## config.mk

```make
export PLATFORM = sky130hd
export DESIGN_NAME = array_sum_master
export DESIGN_NICKNAME = d
export VERILOG_FILES = /design/src/rtl/array_sum_master_pkg.sv /design/src/rtl/sat_flag_adder.sv /design/src/rtl/array_sum_master.sv
export SDC_FILE = /design/constraint.sdc
export NUM_CORES = 1
export LEC_CHECK = 0
export ABC_AREA = 1
export ABC_CLOCK_PERIOD_IN_PS = 4400
export CAP_MARGIN = 20
export CORE_ASPECT_RATIO = 1.4
export CORE_MARGIN = 4
export CORE_UTILIZATION = 42
export CTS_BUF_LIST = sky130_fd_sc_hd__clkbuf_8 sky130_fd_sc_hd__clkbuf_16
export DETAILED_ROUTE_END_ITERATION = 10
export PLACE_DENSITY = 0.65
export SLEW_MARGIN = 20
export SYNTH_ARGS = -nofsm -noshare
export SYNTH_HDL_FRONTEND = slang
export SYNTH_SLANG_ARGS = --single-unit
export TNS_END_PERCENT = 30
```

## constraint.sdc

```tcl
create_clock -name clk -period 4.4 [get_ports clk]
set_clock_uncertainty 0.1 [all_clocks]
set_input_delay 0.88 -clock clk [delete_from_list [all_inputs] [get_ports clk]]
set_output_delay 0.88 -clock clk [all_outputs]
set_load 0.05 [all_outputs]
```

## src/rtl/array_sum_master_pkg.sv

```systemverilog
// Shared constants and FSM encoding for the array-sum memory initiator.
package array_sum_master_pkg;

  localparam int unsigned ADDR_W    = 10;
  localparam int unsigned DATA_W    = 16;
  localparam int unsigned MEM_DEPTH = 1000;
  localparam logic [15:0] DATA_MIN  = 16'h8000;

  typedef enum logic [2:0] {
    StIdle,
    StAddr,
    StRd,
    StCap,
    StWaddr,
    StWr,
    StDone
  } state_e;

endpackage

```

## src/rtl/sat_flag_adder.sv

```systemverilog
// Combinational signed adder: wrapped two's-complement sum plus signed-overflow flag.
module sat_flag_adder import array_sum_master_pkg::*; #(
  parameter int unsigned Width = DATA_W
) (
  input  logic [Width-1:0] a_i,
  input  logic [Width-1:0] b_i,
  output logic [Width-1:0] sum_o,
  output logic             ovf_o
);

  always_comb begin
    sum_o = a_i + b_i;
    // Overflow when operands agree in sign but the result does not.
    ovf_o = (a_i[Width-1] == b_i[Width-1]) && (sum_o[Width-1] != a_i[Width-1]);
  end

endmodule

```

## src/rtl/array_sum_master.sv

```systemverilog
// Walks a block of signed words over the memory strobe interface, accumulating sum and
// maximum, then writes the sum to a destination address and pulses done.
module array_sum_master #(
  parameter int unsigned ADDR_W    = array_sum_master_pkg::ADDR_W,
  parameter int unsigned DATA_W    = array_sum_master_pkg::DATA_W,
  parameter int unsigned MEM_DEPTH = array_sum_master_pkg::MEM_DEPTH
) (
  input  logic              clk,
  input  logic              rst,
  input  logic              start,
  input  logic [ADDR_W-1:0] baseAddr,
  input  logic [ADDR_W-1:0] count,
  input  logic [ADDR_W-1:0] dstAddr,
  output logic [ADDR_W-1:0] address,
  output logic [DATA_W-1:0] writeData,
  output logic              memRead,
  output logic              memWrite,
  input  logic [DATA_W-1:0] readData,
  output logic              busy,
  output logic              done,
  output logic [DATA_W-1:0] sum,
  output logic [DATA_W-1:0] maxVal,
  output logic              overflow,
  output logic              err
);

  import array_sum_master_pkg::*;

  localparam logic [DATA_W-1:0] MinVal = {1'b1, {(DATA_W-1){1'b0}}};
  localparam logic [ADDR_W:0]   Depth  = (ADDR_W+1)'(MEM_DEPTH);

  state_e state_q, state_d;

  logic [ADDR_W-1:0] ptr_q, ptr_d;
  logic [ADDR_W-1:0] rem_q, rem_d;
  logic [ADDR_W-1:0] dst_q, dst_d;
  logic [ADDR_W-1:0] addr_q, addr_d;
  logic [DATA_W-1:0] wdata_q, wdata_d;
  logic [DATA_W-1:0] sum_q, sum_d;
  logic [DATA_W-1:0] max_q, max_d;
  logic              rd_q, rd_d;
  logic              wr_q, wr_d;
  logic              done_q, done_d;
  logic              ovf_q, ovf_d;
  logic              err_q, err_d;

  logic [DATA_W-1:0] add_sum;
  logic              add_ovf;
  logic [ADDR_W:0]   last_addr;
  logic              range_bad;

  sat_flag_adder #(
    .Width (DATA_W)
  ) u_adder (
    .a_i   (sum_q),
    .b_i   (readData),
    .sum_o (add_sum),
    .ovf_o (add_ovf)
  );

  // One extra bit so base+count-1 cannot wrap past the depth check.
  assign last_addr = {1'b0, baseAddr} + {1'b0, count} - (ADDR_W+1)'(1);
  assign range_bad = ((count != '0) && (last_addr >= Depth)) || ({1'b0, dstAddr} >= Depth);

  always_ff @(posedge clk) begin
    if (rst) begin
      state_q <= StIdle;
    end else begin
      state_q <= state_d;
    end
  end

  always_comb begin
    state_d = state_q;
    unique case (state_q)
      StIdle: begin
        if (start) begin
          if (range_bad) begin
            state_d = StDone;
          end else if (count == '0) begin
            state_d = StWaddr;
          end else begin
            state_d = StAddr;
          end
        end
      end
      StAddr:  state_d = StRd;
      StRd:    state_d = StCap;
      StCap:   state_d = (rem_q == ADDR_W'(1)) ? StWaddr : StAddr;
      StWaddr: state_d = StWr;
      StWr:    state_d = StDone;
      StDone:  state_d = StIdle;
      default: state_d = StIdle;
    endcase
  end

  // Registered outputs are loaded from the state being entered so they line up with it.
  always_comb begin
    ptr_d   = ptr_q;
    rem_d   = rem_q;
    dst_d   = dst_q;
    addr_d  = addr_q;
    wdata_d = wdata_q;
    sum_d   = sum_q;
    max_d   = max_q;
    ovf_d   = ovf_q;
    err_d   = err_q;
    unique case (state_q)
      StIdle: begin
        if (start) begin
          ptr_d = baseAddr;
          rem_d = count;
          dst_d = dstAddr;
          sum_d = '0;
          max_d = MinVal;
          ovf_d = 1'b0;
          err_d = range_bad;
        end
      end
      StCap: begin
        ptr_d = ptr_q + ADDR_W'(1);
        rem_d = rem_q - ADDR_W'(1);
        sum_d = add_sum;
        ovf_d = ovf_q | add_ovf;
        if ($signed(readData) > $signed(max_q)) begin
          max_d = readData;
        end
      end
      default: ;
    endcase
    if (state_d == StAddr) begin
      addr_d = ptr_d;
    end
    if (state_d == StWaddr) begin
      addr_d  = dst_d;
      wdata_d = sum_d;
    end
    rd_d   = (state_d == StRd);
    wr_d   = (state_d == StWr);
    done_d = (state_d == StDone);
  end

  always_ff @(posedge clk) begin
    if (rst) begin
      ptr_q   <= '0;
      rem_q   <= '0;
      dst_q   <= '0;
      addr_q  <= '0;
      wdata_q <= '0;
      sum_q   <= '0;
      max_q   <= MinVal;
      rd_q    <= 1'b0;
      wr_q    <= 1'b0;
      done_q  <= 1'b0;
      ovf_q   <= 1'b0;
      err_q   <= 1'b0;
    end else begin
      ptr_q   <= ptr_d;
      rem_q   <= rem_d;
      dst_q   <= dst_d;
      addr_q  <= addr_d;
      wdata_q <= wdata_d;
      sum_q   <= sum_d;
      max_q   <= max_d;
      rd_q    <= rd_d;
      wr_q    <= wr_d;
      done_q  <= done_d;
      ovf_q   <= ovf_d;
      err_q   <= err_d;
    end
  end

  assign address   = addr_q;
  assign writeData = wdata_q;
  assign memRead   = rd_q;
  assign memWrite  = wr_q;
  assign busy      = (state_q != StIdle);
  assign done      = done_q;
  assign sum       = sum_q;
  assign maxVal    = max_q;
  assign overflow  = ovf_q;
  assign err       = err_q;

endmodule
```

Word-level counts from Yosys, hierarchy flattened
Index checks and enable logic that the tools add are counted.
{"block": "classes", "add_sub_neg": 5, "n_reduce_logical": 12, "muxes": 20, "bitwise": 1, "eq_ne": 15, "order_cmp": 3}
{"op": "one-hot mux 16 bit (2 select lines)", "count": 2}
{"op": "two-way mux 10 bit", "count": 6}
{"op": "two-way mux 16 bit", "count": 3}
{"op": "one-hot mux 10 bit (2 select lines)", "count": 2}
{"op": "one-hot mux 3 bit (6 select lines)", "count": 1}
{"op": "adder 16 bit", "count": 1}
{"op": "greater-than comparator 16 bit", "count": 1}
{"op": "equality test 3 bit (second input constant)", "count": 5}
{"op": "two-way mux 3 bit", "count": 4}
{"op": "adder 10 x 10 -> 11 bit", "count": 1}
{"op": ">= comparator 11 x 10 -> 1 bit (second input constant)", "count": 1}
{"op": "subtractor 11 x 1 -> 11 bit (second input constant)", "count": 1}
{"op": "adder 10 x 1 -> 10 bit (second input constant)", "count": 1}
{"op": "equality test 10 x 1 -> 1 bit (second input constant)", "count": 1}
{"op": ">= comparator 10 bit (second input constant)", "count": 1}
{"op": "logical NOT 10 bit", "count": 1}
{"op": "nonzero test 10 bit", "count": 1}
{"op": "subtractor 10 x 1 -> 10 bit (second input constant)", "count": 1}
{"op": "equality test 3 x 2 -> 1 bit (second input constant)", "count": 3}
{"op": "equality test 3 x 1 -> 1 bit (second input constant)", "count": 2}
{"op": "inequality test 2 bit (second input constant)", "count": 2}
{"op": "AND reduction 2 bit", "count": 2}
{"op": "nonzero test 2 bit", "count": 2}
{"op": "logical NOT 3 bit", "count": 1}
{"op": "other kinds (9)", "count": 10}
{"block": "word_totals", "inputBits": 49, "register_bits": 96, "wordCells": 69, "output_inout_bits": 64}

Depth between registers and ports, before layout
Gate-level depths: netlist (run 1).
{"block": "depth", "depth_word": 11, "mapped_depth": 24, "depth_no_buf": 23}

By module
Synthesis (run 1) repeated with hierarchy kept, for this count alone.
{"block": "unflattened", "hier_cells": 975, "hier_area_um2": 6332.3}
{"mod": "array_sum_master", "instances": 1, "cells_each": 793, "area_per_inst_um2": 5383.9, "seq_area_each_um2": 1921.8}
{"mod": "sat_flag_adder", "instances": 1, "cells_each": 182, "area_per_inst_um2": 948.4, "seq_area_each_um2": 0.0}

Worst setup path before layout (run 1)
Ideal clock, no wire load.
{"block": "synth_timing", "kind": "in2reg", "start": "input port baseAddr[1]", "end": "register addr_q[5], in the netlist address[5]", "path_buffers": 1, "path_stages": 22, "t_arrival_ns": 3.271, "required_ns": 4.187, "setup_time_ns": 0.113, "slack_ns": 0.916, "cell_sequence": "inv_1 ha_1 inv_1 ha_1 fa_1 nand3_1 nand3_1 nand2_1 nand2_1 nand2_1 nand2_1 nor2_1 nand3_2 nand4_1 nor2_1 nor2_4 nand3_2 buf_4 nand3_1 nand2_1 nand2_1 nand2_1"}
{"block": "synth_between", "elab_chain_len": 10, "word_cells_on_any_way": 12, "cone_classes": "add/sub: 2; order compare: 1; eq/ne: 2; mux: 4; reduce/logical: 3"}
{"item": "start: declaration", "line_no": "array_sum_master.sv:11", "text": "input logic [ADDR_W-1:0] baseAddr,"}
{"item": "adder 10 x 10 -> 11 bit (*)", "line_no": "array_sum_master.sv:62", "text": "assign last_addr = {1'b0, baseAddr} + {1'b0, count} - (ADDR_W+1)'(1);"}
{"item": "subtractor 11 x 1 -> 11 bit (*)", "line_no": "array_sum_master.sv:62"}
{"item": ">= comparator 11 x 10 -> 1 bit (*)", "line_no": "array_sum_master.sv:63", "text": "assign range_bad = ((count != '0) && (last_addr >= Depth)) || ({1'b0, dstAddr} >= Depth);"}
{"item": "logical AND 1 bit (*)", "line_no": "array_sum_master.sv:63"}
{"item": "logical OR 1 bit (*)", "line_no": "array_sum_master.sv:63"}
{"item": "two-way mux 3 bit (*)", "line_no": "array_sum_master.sv:78", "text": "if (range_bad) begin"}
{"item": "two-way mux 3 bit (*)", "line_no": "array_sum_master.sv:77", "text": "if (start) begin"}
{"item": "one-hot mux 3 bit (6 select lines) (*)", "line_no": "array_sum_master.sv:75", "text": "unique case (state_q)"}
{"item": "equality test 3 bit or equality test 3 x 1 -> 1 bit (tied branches)", "line_no": "array_sum_master.sv:134, array_sum_master.sv:131"}
{"item": "two-way mux 10 bit or nonzero test 2 bit (tied branches)"}
{"item": "end signal: assignment", "line_no": "array_sum_master.sv:161", "text": "addr_q <= addr_d;"}
{"item": "end: declaration", "line_no": "array_sum_master.sv:37", "text": "logic [ADDR_W-1:0] addr_q, addr_d;"}
Mark *: on every way between the ends. The rest lies on a longest branch, timed or not.
A chain may end at the register's enable or synchronous reset.

Final worst setup path (run 1)
{"block": "layout_timing", "start": "input port count[1]", "end": "register addr_q[6], in the netlist address[6]"}
{"block": "layout_between", "elab_chain_len": 10, "word_cells_on_any_way": 15, "cone_classes": "add/sub: 2; order compare: 1; eq/ne: 2; mux: 5; reduce/logical: 5"}
{"item": "start: declaration", "line_no": "array_sum_master.sv:12", "text": "input logic [ADDR_W-1:0] count,"}
{"item": "adder 10 x 10 -> 11 bit", "line_no": "array_sum_master.sv:62"}
{"item": "subtractor 11 x 1 -> 11 bit", "line_no": "array_sum_master.sv:62"}
{"item": ">= comparator 11 x 10 -> 1 bit", "line_no": "array_sum_master.sv:63"}
{"item": "logical AND 1 bit", "line_no": "array_sum_master.sv:63"}
{"item": "logical OR 1 bit", "line_no": "array_sum_master.sv:63"}
{"item": "two-way mux 3 bit (*)", "line_no": "array_sum_master.sv:78"}
{"item": "two-way mux 3 bit (*)", "line_no": "array_sum_master.sv:77"}
{"item": "one-hot mux 3 bit (6 select lines) (*)", "line_no": "array_sum_master.sv:75"}
{"item": "equality test 3 bit or equality test 3 x 1 -> 1 bit (tied branches)", "line_no": "array_sum_master.sv:134, array_sum_master.sv:131"}
{"item": "two-way mux 10 bit or nonzero test 2 bit (tied branches)"}
Marks and branches as above.

==> results of run 1 <==
-- cells by family after synthesis --
group | Yosys count | share of synthesized area [%]
DFF | 96 | 31.2
buffers and inverters | 196 | 12.3
xor gates and xnor gates | 6 | 0.853
AOI/OAI and AO/OA | 167 | 15.2
adders and majority gates | 55 | 11.4
muxes | 2 | 0.325
and+or+nand+nor | 406 | 28.7
-- cells in the final DEF (no fill, tap or decap), drive strengths merged --
cell | synthesis | layout
nand2 | 172 | 172
inv | 164 | 168
nor2 | 120 | 120
clkdlybuf4s50 | 0 | 111
dfxtp | 96 | 96
a21oi | 69 | 69
o21ai | 67 | 67
nand3 | 58 | 58
ha | 53 | 53
nand4 | 24 | 24
buf | 10 | 15
or2 | 15 | 15
nor3 | 10 | 10
clkbuf | 21 | 9
o221ai | 6 | 6
a221oi | 5 | 5
o21a | 4 | 4
o211ai | 4 | 4
xnor2 | 4 | 4
nor4 | 4 | 4
o21bai | 3 | 3
a22oi | 2 | 2
a31oi | 2 | 2
xor2 | 2 | 2
o22ai | 2 | 2
nand3b | 2 | 2
mux2i | 2 | 2
fa | 2 | 2
clkinv | 1 | 2
a32oi | 1 | 1
and3 | 1 | 1
o2111ai | 1 | 1
a21boi | 1 | 1
clkinvlp | 0 | 1
bufinv | 0 | 1
-- per-layer routing --
| metal | vias to the layer above | GRT usage [%] |
|---|---|---|
| met5 | - | 0 |
| met4 | 0 | 9.61 |
| met3 | 38 | 2.86 |
| met2 | 161 | 37.7 |
| met1 | 2733 | 25.0 |
| li1 | 3214 | - |
-- sequential cells by signal, summed over array words and instances, names as in the netlist --
name,flops
dst_q,10
done,1
rem_q,10
state_q,3
overflow,1
memWrite,1
err,1
address,10
memRead,1
ptr_q,10
maxVal,16
writeData,16
sum,16
-- path summary, 6_finish.rpt --
check / start / to / slack [ns] / cells after the start
setup / recovery: count[1] / address[6] / 0.40 / 22
hold / removal: err / err / 0.37 / 2
setup reg to reg: state_q[2] / address[9] / 1.63 / 11
hold reg to reg: err / err / 0.37 / 2
-- stage by stage --
stage	total power, W	setup WS [ns]	instances	area, µm²
finish	0.00472	0.403	1228	7790
floorplan	0.00314	0.916	928	6160
detailed placement	0.00390	0.0769	1212	7480
CTS	0.00474	0.413	1228	7790
global placement	0.00388	0.156	1212	7480
global route	0.00507	0.0476	1228	7790
-- cell usage after synthesis, types with 5 or more instances --
| cell type | count |
|---|---|
| ha_1 | 53 |
| nand4_1 | 24 |
| a21oi_1 | 68 |
| o221ai_1 | 6 |
| inv_2 | 5 |
| inv_1 | 159 |
| clkbuf_1 | 21 |
| o21ai_1 | 6 |
| dfxtp_1 | 96 |
| or2_2 | 12 |
| nor3_1 | 10 |
| nand2_1 | 170 |
| nor2_1 | 118 |
| o21ai_0 | 61 |
| buf_2 | 5 |
| nand3_1 | 54 |
-- area by class of cell --
class,instances,share of cell area (%)
clock inverters,7,1.08
repair buffers,126,15.7
flip-flops and latches,96,24.7
well taps,189,3.03
clock buffers,9,2.89
multi-input cells,636,44.7
inverters,165,7.95
-- where the power goes --
| part | total [W] | leakage (nW) | switching [W] | internal, W |
|---|---|---|---|---|
| registers | 0.00125 | 0.782 | 0.000149 | 0.00110 |
| logic | 0.00265 | 2.63 | 0.00176 | 0.000894 |
| clock network | 0.000825 | 0.149 | 0.000373 | 0.000452 |
| total | 0.00472 | 3.57 | 0.00228 | 0.00244 |
-- critical path, stage by stage --
cell	delay (ns)
clkdlybuf4s50_1	0.50
inv_1	0.06
ha_1	0.26
inv_1	0.04
ha_1	0.23
fa_1	0.44
nand3_1	0.13
nand3_1	0.10
nand2_1	0.10
nand3_1	0.07
nand2_1	0.07
nor2_1	0.04
nand3_2	0.06
nand4_1	0.16
nand2_1	0.12
nand2_1	0.14
inv_2	0.20
nand3_2	0.17
nand2_2	0.16
nor2_1	0.05
nor2_1	0.09
nor2_1	0.04
==> summary.txt, run 1 <==
Vias in the first global route - 5,746
I/O pins - 113
CP Max Fanout - 9
CTS buffer count - 9
H-tree levels - 3
Number of port buffers - 112
Area of the die - 0.0167 mm²
Multi-input logic area - 0.00348 mm²
Slew @ Worst Pin - 0.912 ns
Avg Synthesized Cell Area - 6.64 µm²
Post-cts sizing count - 0
Slew headroom - 38.8%
Share of layout cells above drive strength 1 - 5.77%
Synth top area cells - dfxtp_1 31%, ha_1 11%, nand2_1 10%, inv_1 9.7%, nor2_1 7.2%
P&R area growth vs syn - 26.4%
Leak Pwr - 3.57 nW
Via count - 6,146
Final wirelength - 17,400 µm
Final nets - 1,138
RSZ-0062 raised after global routing - no
Synth cell types - 44
Crit end category - flop
Final Hold Viols - 0
CTS Buffer Depth - 2
M1 WL - 7380 µm
Starting Density - 42.7%
DR DRC count - 0
Syn. warnings - 0
Sequential element share of the synthesized area - 31.2%
Clk pin slew, worst setup/hold paths - 0.07 ns
FF+latch area - 0.00192 mm²
Routed WL per cell - 14.2 µm
Post-synth top area share - 31.2%
Minimum clock period - 4.00 ns
Die width - 110 µm
Fin util - 54.0%
Worst Hold Class - flop to flop
Largest area contributor in the netlist - dfxtp_1
Gr ovfl total - 0
Total negative slack - 0 ns
FMAX - 0.250 GHz
Mapped Area - 0.00616 mm²
DR top layer - met4
First-pass GRT wire length - 27,700 µm
Post-DP HPWL - 13,400 µm
Kind of critical path - input port to flop
Total setup buffers inserted after CTS - 0
Clk_lat worst skew - 0.35 ns
Crit path DAT - 4.11 ns
Inserted Diodes - 0
# setup viols final - 0
Synth Register Bits - 96
Routed wl met2 - 8660 µm
Worst setup SP type - input port
# rows - 52
Max Slew Vio Count - 0
Core area - 0.0144 mm²
Largest net degree at the start of global routing - 70
Fin crit share - 90.8%
Via-per-instance ratio - 5.00
DRT iter0 DRCs - 290
Synthesized netlist cell count - 928
Post-CTS Hold Fix Bufs - 0
Initial antenna violation count - 0
Fillers - 1,444
Routed Antenna Nets - 0
Root buf cell - clkbuf_16
Power Density - 606 mW/mm²
Post-synth EDFFs - 0
GP Congestion - 0.906
Main synth FF type - dfxtp_1
Critical path data required time - 4.51 ns
Total global routing track utilization - 21.2%
VDD IR-drop max - 388 µV
Die H - 151 µm
MaxCap Viol Count - 0
Outcome - finished clean
Synth async-reset ratio - 0%
Post-Syn Nets - 1,032
Min Hold Slack - 0.368 ns
Met3 wire length - 714 µm
Drt pass-1 iters - 5
Clk sinks - 96
CTS tree - done
Power figures use the tool's default switching activity.
==> run 2: changes to the inputs <==
- CTS_BUF_LIST: sky130_fd_sc_hd__clkbuf_8 sky130_fd_sc_hd__clkbuf_16 -> unset
==> results of run 2 <==
No change in the layout: final DEF, timing and power equal those of run 1.
==> RTL edit (settings of run 2) <==
The 7 states of `state_e` get a one-hot encoding in 7 bits.
--- a/src/rtl/array_sum_master_pkg.sv
+++ b/src/rtl/array_sum_master_pkg.sv
@@ -8,10 +8,10 @@
 
-  typedef enum logic [2:0] {
-    StIdle,
-    StAddr,
-    StRd,
-    StCap,
-    StWaddr,
-    StWr,
-    StDone
+  typedef enum logic [6:0] {
+    StIdle  = 7'b0000001,
+    StAddr  = 7'b0000010,
+    StRd    = 7'b0000100,
+    StCap   = 7'b0001000,
+    StWaddr = 7'b0010000,
+    StWr    = 7'b0100000,
+    StDone  = 7'b1000000
   } state_e;
Behaviour: no difference found for any inputs over 10 cycles, from zero or initial values and one cycle with rst high; not proved beyond that.
==> RTL edit against run 2 <==
Routed wire length up 1.6%. Largest cell class unchanged. Sequential cell count up 4. Cell area up 4.6%. Setup slack better by 440 ps. Synthesized area up 8.3%. Via count up 4.0%. First-iteration DRC count down 2.8%.
Power is not compared: it rests on default switching activity, and its combinational part moved more than twofold at a synthesized area within 25%.
==> RTL edit: results <==
min_path:
  beginning_of_the_worst_hold_path: "overflow"
  holdPathEnd: "overflow"
  holdPathStages: 2
yosys:
  synth_area_leaders: "sky130_fd_sc_hd__dfxtp_1 30%, sky130_fd_sc_hd__nand2_1 11%, sky130_fd_sc_hd__ha_1 9.9%, sky130_fd_sc_hd__inv_1 9.3%, sky130_fd_sc_hd__nor2_1 6.5%"
  yosys.cell_types.count: 56
  syn-mean-instance-area_um2: 6.77
  synth_common_cells: "188 x sky130_fd_sc_hd__nand2_1, 166 x sky130_fd_sc_hd__inv_1, 116 x sky130_fd_sc_hd__nor2_1"
  syn_nets: 1090
  ys.warnings.count: 0
  synth_sequential_area_ratio_pct: 30.0
pwr:
  power.total_mw: 2.41
  p_leak_nw: 3.71
  vdd_ir_drop_max_uv: 202
finish:
  invs_w_o_clock: 177
  drive_above_1_share_pct: 7.47
  multiInputCombCellCount: 677
  non_clock_buffer_area_share_pct: 14.0
  final_nets: 1184
  n_fill_cell: 1570
  n_all_buffers: 115
  share_of_the_final_layout_cell_area_in_multi_input_gates_pct: 46.8
  final-clk-cell-share_pct: 3.48
  seq_share_pct: 24.6
  final.clkbuf_count: 9
routing:
  drt_first_iter_violations: 282
  wl_per_cell_um: 13.8
  vias: 6394
  finalWirelength_um: 17700
critical_path:
  critical_path_peak_fanout: 10
  r2r-start: "state_q[0]"
  cp_slowest_cell: "sky130_fd_sc_hd__clkdlybuf4s50_1"
  worst_ep_arrival_time_ps: 3650
  worstSetupEndpoint: "address[9]"
  critical-path-max-stage-delay_ps: 520
  reg2reg_setup_slack_ps: 1560
  critPathLaunch: "count[1]"
  critical_path.reg2reg.endpoint: "writeData[12]"
clocking:
  post-cts-setup-buffer-count: 0
  cts.clk_slew.worst_paths_ps: 70
  clock_tree_buffer_depth: 2
  cts.sink_count: 100
  cts.root.buffer_cell: "sky130_fd_sc_hd__clkbuf_16"
  htree_num_levels: 3
placement:
  port_buffers: 112
  place_inst: 1265
  globalplace.congestion: 0.926
  dpl.hpwl_um: 13800
sta:
  slew_margin_rel_pct: 38.7
  drv_slew: 0
global_routing:
  groute.usage.overall_pct: 20.1
  first_global_vias: 6132
  grt_start_max_net_pins: 77
  grt_first_pass_wirelength_um: 29500
status:
  status: "complete, no violations"
[RTL edit: routing by layer]
metal	vias to the layer above	part of all wire [%]	global-route usage (%)
li1	3370	-	-
met1	2867	41	22.8
met2	136	54	38.9
met3	21	4.2	2.42
met4	0	1.7	5.55
met5	-	0	0
[RTL edit: cell families after synthesis]
kind of cell,count (synthesis),synth area share (%)
adders and majority gates,55,10.5
xor gates and xnor gates,8,1.05
buffers and inverters,209,12.8
AOI/OAI and AO/OA,180,15.5
and+or+nand+nor,434,30.1
DFF,100,30.0
[RTL edit: per-stage QoR]
stage	utilization, %	hold WS [ps]	setup WS [ps]	instance area (um2)
after global routing	52.2	394	430	8150
after detailed placement	50.4	357	503	7870
after global placement	50.4	348	573	7870
after CTS	52.2	368	852	8150
final	52.2	357	847	8150
after floorplan	-	339	1360	6670
